--- src/rtl/pmod_pkg.sv ---
// Shared constants and types for the PMOD button conditioner.
package pmod_pkg;

    // Active-low button levels as seen on the pins and on btn_level.
    localparam logic BTN_RELEASED = 1'b1;
    localparam logic BTN_PRESSED  = 1'b0;

    // 20 ms at 12 MHz.
    localparam int DEBOUNCE_20MS_12MHZ = 240000;

    // The encoding matches the active-low level that each state presents.
    typedef enum logic {
        ST_PRESSED  = 1'b0,
        ST_RELEASED = 1'b1
    } btn_state_t;

endpackage

--- src/rtl/pmod_debounce_channel.sv ---
// One button channel: two-flop synchroniser, stability counter,
// RELEASED/PRESSED state machine and optional press/release strobes.
// Strobe registers exist only when PMOD_DEBOUNCE_PULSE_EN is defined.
// Otherwise the strobe outputs are tied low.
module debounce_channel
    import pmod_pkg::*;
#(
    parameter int STABLE_CYCLES = DEBOUNCE_20MS_12MHZ,
    parameter int CNT_W         = $clog2(STABLE_CYCLES)
) (
    input  logic clk,
    input  logic rst_n,
    input  logic raw,
    output logic btn_level,
    output logic press_pulse,
    output logic release_pulse
);

    localparam logic [CNT_W-1:0] CNT_LAST = CNT_W'(STABLE_CYCLES - 1);

    logic             s1;
    logic             s2;
    btn_state_t       state;
    logic [CNT_W-1:0] cnt;
    logic             differ;
    logic             accept;

    // A new value is accepted on the edge that would otherwise push the count past its last value.
    assign differ = (s2 != btn_level);
    assign accept = differ && (cnt == CNT_LAST);

    // Bring the asynchronous pin into the clk domain. The reset value reads as released.
    always_ff @(posedge clk or negedge rst_n) begin
        if (!rst_n) begin
            s1 <= BTN_RELEASED;
            s2 <= BTN_RELEASED;
        end else begin
            s1 <= raw;
            s2 <= s1;
        end
    end

    // Filter FSM. Any sample that agrees with the current level restarts the count.
    always_ff @(posedge clk or negedge rst_n) begin
        if (!rst_n) begin
            state     <= ST_RELEASED;
            btn_level <= BTN_RELEASED;
            cnt       <= '0;
        end else if (!differ) begin
            cnt <= '0;
        end else if (accept) begin
            cnt <= '0;
            case (state)
                ST_RELEASED: begin
                    state     <= ST_PRESSED;
                    btn_level <= BTN_PRESSED;
                end
                default: begin
                    state     <= ST_RELEASED;
                    btn_level <= BTN_RELEASED;
                end
            endcase
        end else begin
            cnt <= cnt + 1'b1;
        end
    end

`ifdef PMOD_DEBOUNCE_PULSE_EN
    // The strobes are registered alongside btn_level, so each one is coincident with the new level.
    always_ff @(posedge clk or negedge rst_n) begin
        if (!rst_n) begin
            press_pulse   <= 1'b0;
            release_pulse <= 1'b0;
        end else begin
            press_pulse   <= accept && (state == ST_RELEASED);
            release_pulse <= accept && (state == ST_PRESSED);
        end
    end
`else
    assign press_pulse   = 1'b0;
    assign release_pulse = 1'b0;
`endif

endmodule

--- src/rtl/pmod_debounce.sv ---
// Multi-channel PMOD button conditioner. It contains one independent
// debounce_channel per pin. The optional strobe logic is controlled by
// PMOD_DEBOUNCE_PULSE_EN; btn_level behaviour is the same in both builds.
module pmod_debounce
    import pmod_pkg::*;
#(
    parameter int CHANNELS      = 2,
    parameter int STABLE_CYCLES = DEBOUNCE_20MS_12MHZ,
    parameter int CNT_W         = $clog2(STABLE_CYCLES)
) (
    input  logic                clk,
    input  logic                rst_n,
    input  logic [CHANNELS-1:0] pmod_raw,
    output logic [CHANNELS-1:0] btn_level,
    output logic [CHANNELS-1:0] press_pulse,
    output logic [CHANNELS-1:0] release_pulse
);

    for (genvar i = 0; i < CHANNELS; i++) begin : g_ch
        debounce_channel #(
            .STABLE_CYCLES (STABLE_CYCLES),
            .CNT_W         (CNT_W)
        ) u_ch (
            .clk           (clk),
            .rst_n         (rst_n),
            .raw           (pmod_raw[i]),
            .btn_level     (btn_level[i]),
            .press_pulse   (press_pulse[i]),
            .release_pulse (release_pulse[i])
        );
    end

endmodule
--- config.mk ---
export PLATFORM = sky130hd
export DESIGN_NAME = pmod_debounce
export DESIGN_NICKNAME = d
export VERILOG_FILES = /design/src/rtl/pmod_pkg.sv /design/src/rtl/pmod_debounce_channel.sv /design/src/rtl/pmod_debounce.sv
export SDC_FILE = /design/constraint.sdc
export NUM_CORES = 1
export LEC_CHECK = 0
export CORE_MARGIN = 5
export CORE_UTILIZATION = 55
export CTS_CLUSTER_SIZE = 30
export DETAILED_ROUTE_END_ITERATION = 8
export GPL_ROUTABILITY_DRIVEN = 0
export PLACE_DENSITY = 0.84
export SLEW_MARGIN = 30
export SYNTH_ARGS = -nofsm -noshare
export SYNTH_HDL_FRONTEND = slang
export SYNTH_SLANG_ARGS = --single-unit
--- constraint.sdc ---
create_clock -name clk -period 2.3 [get_ports clk]
set_input_delay 0.69 -clock clk [delete_from_list [all_inputs] [get_ports clk]]
set_output_delay 0.69 -clock clk [all_outputs]
set_load 0.02 [all_outputs]
# Word level (Yosys, flattened, before mapping)
# Cells that the tools add are included.
# classes
n_addsub	2
n_mul	0
n_div	0
n_lt_le_gt_ge	0
n_eq_ne	4
shift	0
muxes	6
bitwise	0
reduce_logical	4
# ops
operator	count
18-bit two-way mux	4
18-bit by 1-bit adder with 18-bit output (second input constant)	2
18-bit equality test (second input constant)	2
2-bit AND reduction	2
1-bit logical AND	2
1-bit two-way mux	2
1-bit != test	2
# word_totals
reg_bits	42
latch_bits	0
mem_bits_rw	0
romBits	0
in_bits	4
output_inout_bits	6
wordCells	24
n_memories	0

# Logic depth before layout (Yosys ltp)
# Gate-level depths: netlist of run 1.
# logic_depth
depth_word	4
mapped_depth	6

# Hierarchy
# A second synthesis of run 1 with hierarchy kept.
# hier_totals
cells_unflattened	202
hier_area_um2	2074.5
# by_module_without_submodules
mod	n_inst	cells_each	area_per_inst_um2	seq_area_each_um2
debounce_channel	2	101	1037.2	529.3

# Worst setup path before layout of run 1
# No wires, ideal clock.
# synth_timing
path_kind	flip-flop to flip-flop
start	reg g_ch[1].u_ch.cnt[14]
end	reg g_ch[1].u_ch.cnt[16]
setup_time_ns	0.119
arrival_time_ns	1.650
required_ns	2.181
setup_slack_ns	0.531
path_stages_with_launch	6
n_path_buf	1
period_less_slack_ns	1.769
path_cell_list	dfrtp_1 nand4bb_1 or4_1 o31ai_4 buf_4 nor2_1
# synth_between
elab_chain_cells	4
elab_cells_between_ends	5
cone_classes	add/sub (1); eq/ne (1); mux (2); reduce/logical (1)
# synth_lines
item	line	source
start, declared	pmod_debounce_channel.sv:24	logic [CNT_W-1:0] cnt;
start signal, assigned	pmod_debounce_channel.sv:64	cnt <= cnt + 1'b1;
branches (longest 2 deep; another with 18-bit by 1-bit adder with 18-bit output)	n/a	
18-bit two-way mux *	pmod_debounce_channel.sv:51	end else if (accept) begin
18-bit two-way mux *	pmod_debounce_channel.sv:49	end else if (!differ) begin
# Mark *: on every way between the ends.
# A chain may end at the register's enable or synchronous reset.

# Worst setup path after layout of run 1
# layout_timing
start	reg g_ch[1].u_ch.btn_level
end	out btn_level[1]
# layout_rtl
item	line	source
start, declared	pmod_debounce_channel.sv:14	output logic btn_level,
start signal, assigned	pmod_debounce_channel.sv:47	btn_level <= BTN_RELEASED;
start signal, assigned	pmod_debounce_channel.sv:56	btn_level <= BTN_PRESSED;
start signal, assigned	pmod_debounce_channel.sv:60	btn_level <= BTN_RELEASED;
end, declared	pmod_debounce.sv:14	output logic [CHANNELS-1:0] btn_level,
# No word-level cell between the ends.

==> results.md, run 1 <==
- PortBufs: 5
- Share of cells above drive strength 1: 0.105
- Sequential area share after synthesis: 0.519
- Crit Path Class: reg -> out
- Post-synth cell types: 34
- Simple-gate area share of the yosys netlist: 0.254
- Largest net degree at the start of global routing: 28
- Clock H-tree levels: 2
- CP Data Arrival Time: 1430 ps
- CP Cell Sequence: clkdlybuf4s50_1
- Leading area contributor after synthesis: dfrtp_1
- Largest family of logic cells by synthesized area: simple AND/OR/NAND/NOR gates
- Clock root buffer: clkbuf_8
- Worst setup EP type: primary output
- RSZ-0062 raised after global routing: false
- Slowest cell delay on critical path: ~600 ps
- Required time of the critical path: between 1500 and 2000 ps
- Ys async rst share: 1.00
- Worst hold start: g_ch[0].u_ch.s1
- CP startpoint kind: flop
- R2r setup slk: 470 ps
- Slew Limit Fails: 0
- Final ANT Viol Nets: 0
- Clock skew: 8.81 ps
- Number of global-route vias before repair: between 1,000 and 1,500
- XOR/XNOR share of the synthesized area: 0.133
- FF-to-FF path depth: 4
- Reg clk slew, reported paths: 70 ps
- Post-Synth Adder-Cell Area: 0.0123
- EDFF count, synth: 0
- Hold Path Depth: 0
- Measured slew at the worst slew-check pin: 590 ps
- Synth Register Bits: 42
- Core area: roughly 3600 µm²
- Static Leak: 0.864 nW
- Synth-to-Final Area Change: 8.35%
- Setup Viol. Count Final: 0
- Via Count: 1,408
- Fillers: 286
- Count leader, synth: nor2_1
- TritonCTS clock tree: built
- Endpoints failing hold: 0
- Worst-Skew Late Latency: 290 ps
- Max_cap viols: 0
- DR pass1 iterations: 4
- Commonest cells post-synth: 37 x nor2_1, 36 x dfrtp_1, 23 x xnor2_1, 14 x nand3_1
- R2r startpoint: g_ch[1].u_ch.cnt[14]
- Total grt overflow: 0
- Min Clock Period, post-route: 2120 ps
- Dpl cell area: roughly 2100 µm²
- HPWL Detailed: between 2000 and 2500 µm
- Antenna cells: 0
- Initial antenna violation count: 0
- Starting Density: 0.561
- CP top delay family: buffers and inverters
- P per Cell Area: around 570 nW/µm²
- Cts hold-fix bufs: 0
- Finished Core Util: 0.608
- Final WS setup: around 180 ps
- Place WS: roughly 480 ps
- Post-synthesis mux area share: 0.0160
- DIE HEIGHT: approximately 71 µm
- IO Pins: 10
- Full die area: 5020 µm²
- # Post-CTS Setup Buffers: 0
- Worst R2R End: g_ch[1].u_ch.btn_level
- Yosys top cell area share: 0.442
- Global-route wire length before repair: 6290 µm
- Peak VDD IR: 0.208 mV
- # rows: 22
- Residual DRC: 0
- TritonCTS Buffers: 5
- Worst-path maximum fanout: 3
- Mean Syn Cell Area: between 10 and 15 µm²
- Top FF cell, synth: dfrtp_1
- Rel. slew slack: 0.606
- Slowest CP cell: clkdlybuf4s50_1
- Compound-Gate Fraction of Synth Area: 0.0252
- Fmax: 0.471 GHz
- Worst path bufs/invs: 1
- Post-CTS sizing: 0
- Max clock buf depth: 2
- CTS sink count: 42
- Post-Synthesis Cells: between 150 and 200
- Run status: complete, no violations
- Worst min-delay path class: reg -> reg
- DR WL/cell: between 10 and 15 µm
- Initial DRC Count: 102
- Vias per inst: 5.48
- Total track usage: 0.157
- Final Cell Area: 2210 µm²
- Crit share post-route: 0.923
- Yosys warnings: 0
- Synth top area cells: dfrtp_1 44%, xnor2_1 9.9%, dfstp_2 7.7%, nor2_1 6.8%, nand3_1 3.4%
- Die Span X: 70.9 µm
- Mapped Area: 2040 µm²
- Drt total wl: 3460 µm
- Endpoint, Worst Hold: g_ch[0].u_ch.s2
- Setup tns final: 0 ps
- # nets final: 214
## area by class of cell
cell class,count,area (µm²),area share
repair buffers,9,75.1,0.0340
well taps,48,60.1,0.0272
multi-input cells,144,912,0.413
inverters,6,22.5,0.0102
clock buffers,8,80.1,0.0363
flip-flops and latches,42,1060,0.479
## per-stage QoR
step	hold slack, ps	cells	power (mW)
after floorplan	345	200	0.813
after global placement	346	249	0.837
after detailed placement	350	249	0.838
after CTS	360	257	1.28
after global routing	365	257	1.32
final	358	257	1.27
## power breakdown
group	leakage, nW	switching, mW	total, mW	internal (mW)
clock network	0.0395	0.230	0.446	0.216
registers	0.561	0.0112	0.764	0.753
logic	0.264	0.0400	0.0586	0.0186
## metal layers
layer | wire (µm) | track usage | share of wire | up-vias
li1 | - | - | - | 688
met1 | 1590 | 0.214 | 0.46 | 686
met2 | 1680 | 0.238 | 0.48 | 27
met3 | 135 | 0.0384 | 0.039 | 7
met4 | 58 | 0.0731 | 0.017 | 0
met5 | 0 | 0 | 0 | -
## cells in the final DEF (no fill, tap or decap), types with 5 or more instances in the layout
cell type  Yosys  layout
dfstp_2        6       6
nand3_1       14      14
clkbuf_8       0       5
inv_1          6       6
nand4_1        8       8
nand2_1        8       8
nor3_1         8       8
nor2_1        37      37
xor2_1         8       8
nor4_1         8       8
xnor2_1       23      23
dfrtp_1       36      36
## cells by family (layout without fill, tap and decap cells)
logic type / count (synthesis) / after routing
adders and majority gates: 2 / 2
and+or+nand+nor: 98 / 98
muxes: 3 / 3
AOI/OAI and AO/OA: 6 / 6
DFF: 42 / 42
xor gates and xnor gates: 31 / 31
other: 1 / 4
buffers and inverters: 14 / 23
## sequential cells by signal, indices dropped and copies added (netlist names)
name / cells
g_ch.u_ch.cnt: 36
g_ch.u_ch.btn_level: 2
g_ch.u_ch.s1: 2
g_ch.u_ch.s2: 2
## how the worst max path moves through the flow
stage,from,endpoint,slack [ps],cells past startpoint
6_report,g_ch[1].u_ch.btn_level,btn_level[1],180,1
5_1_grt,g_ch[1].u_ch.btn_level,btn_level[1],140,1
4_1_cts,g_ch[1].u_ch.btn_level,btn_level[1],160,1
3_5_place_dp,g_ch[1].u_ch.btn_level,btn_level[1],480,1
3_3_place_gp,g_ch[0].u_ch.btn_level,btn_level[0],490,1
2_1_floorplan,g_ch[1].u_ch.cnt[14],g_ch[1].u_ch.cnt[16],530,5
No activity file was read; power rests on OpenSTA's default activity.
==> run 2, diff against run 1 <==
SETUP_SLACK_MARGIN = 0.05   (was default)
==> results of run 2 <==
Same layout as run 1: the final DEF is identical, and so are final timing and power.
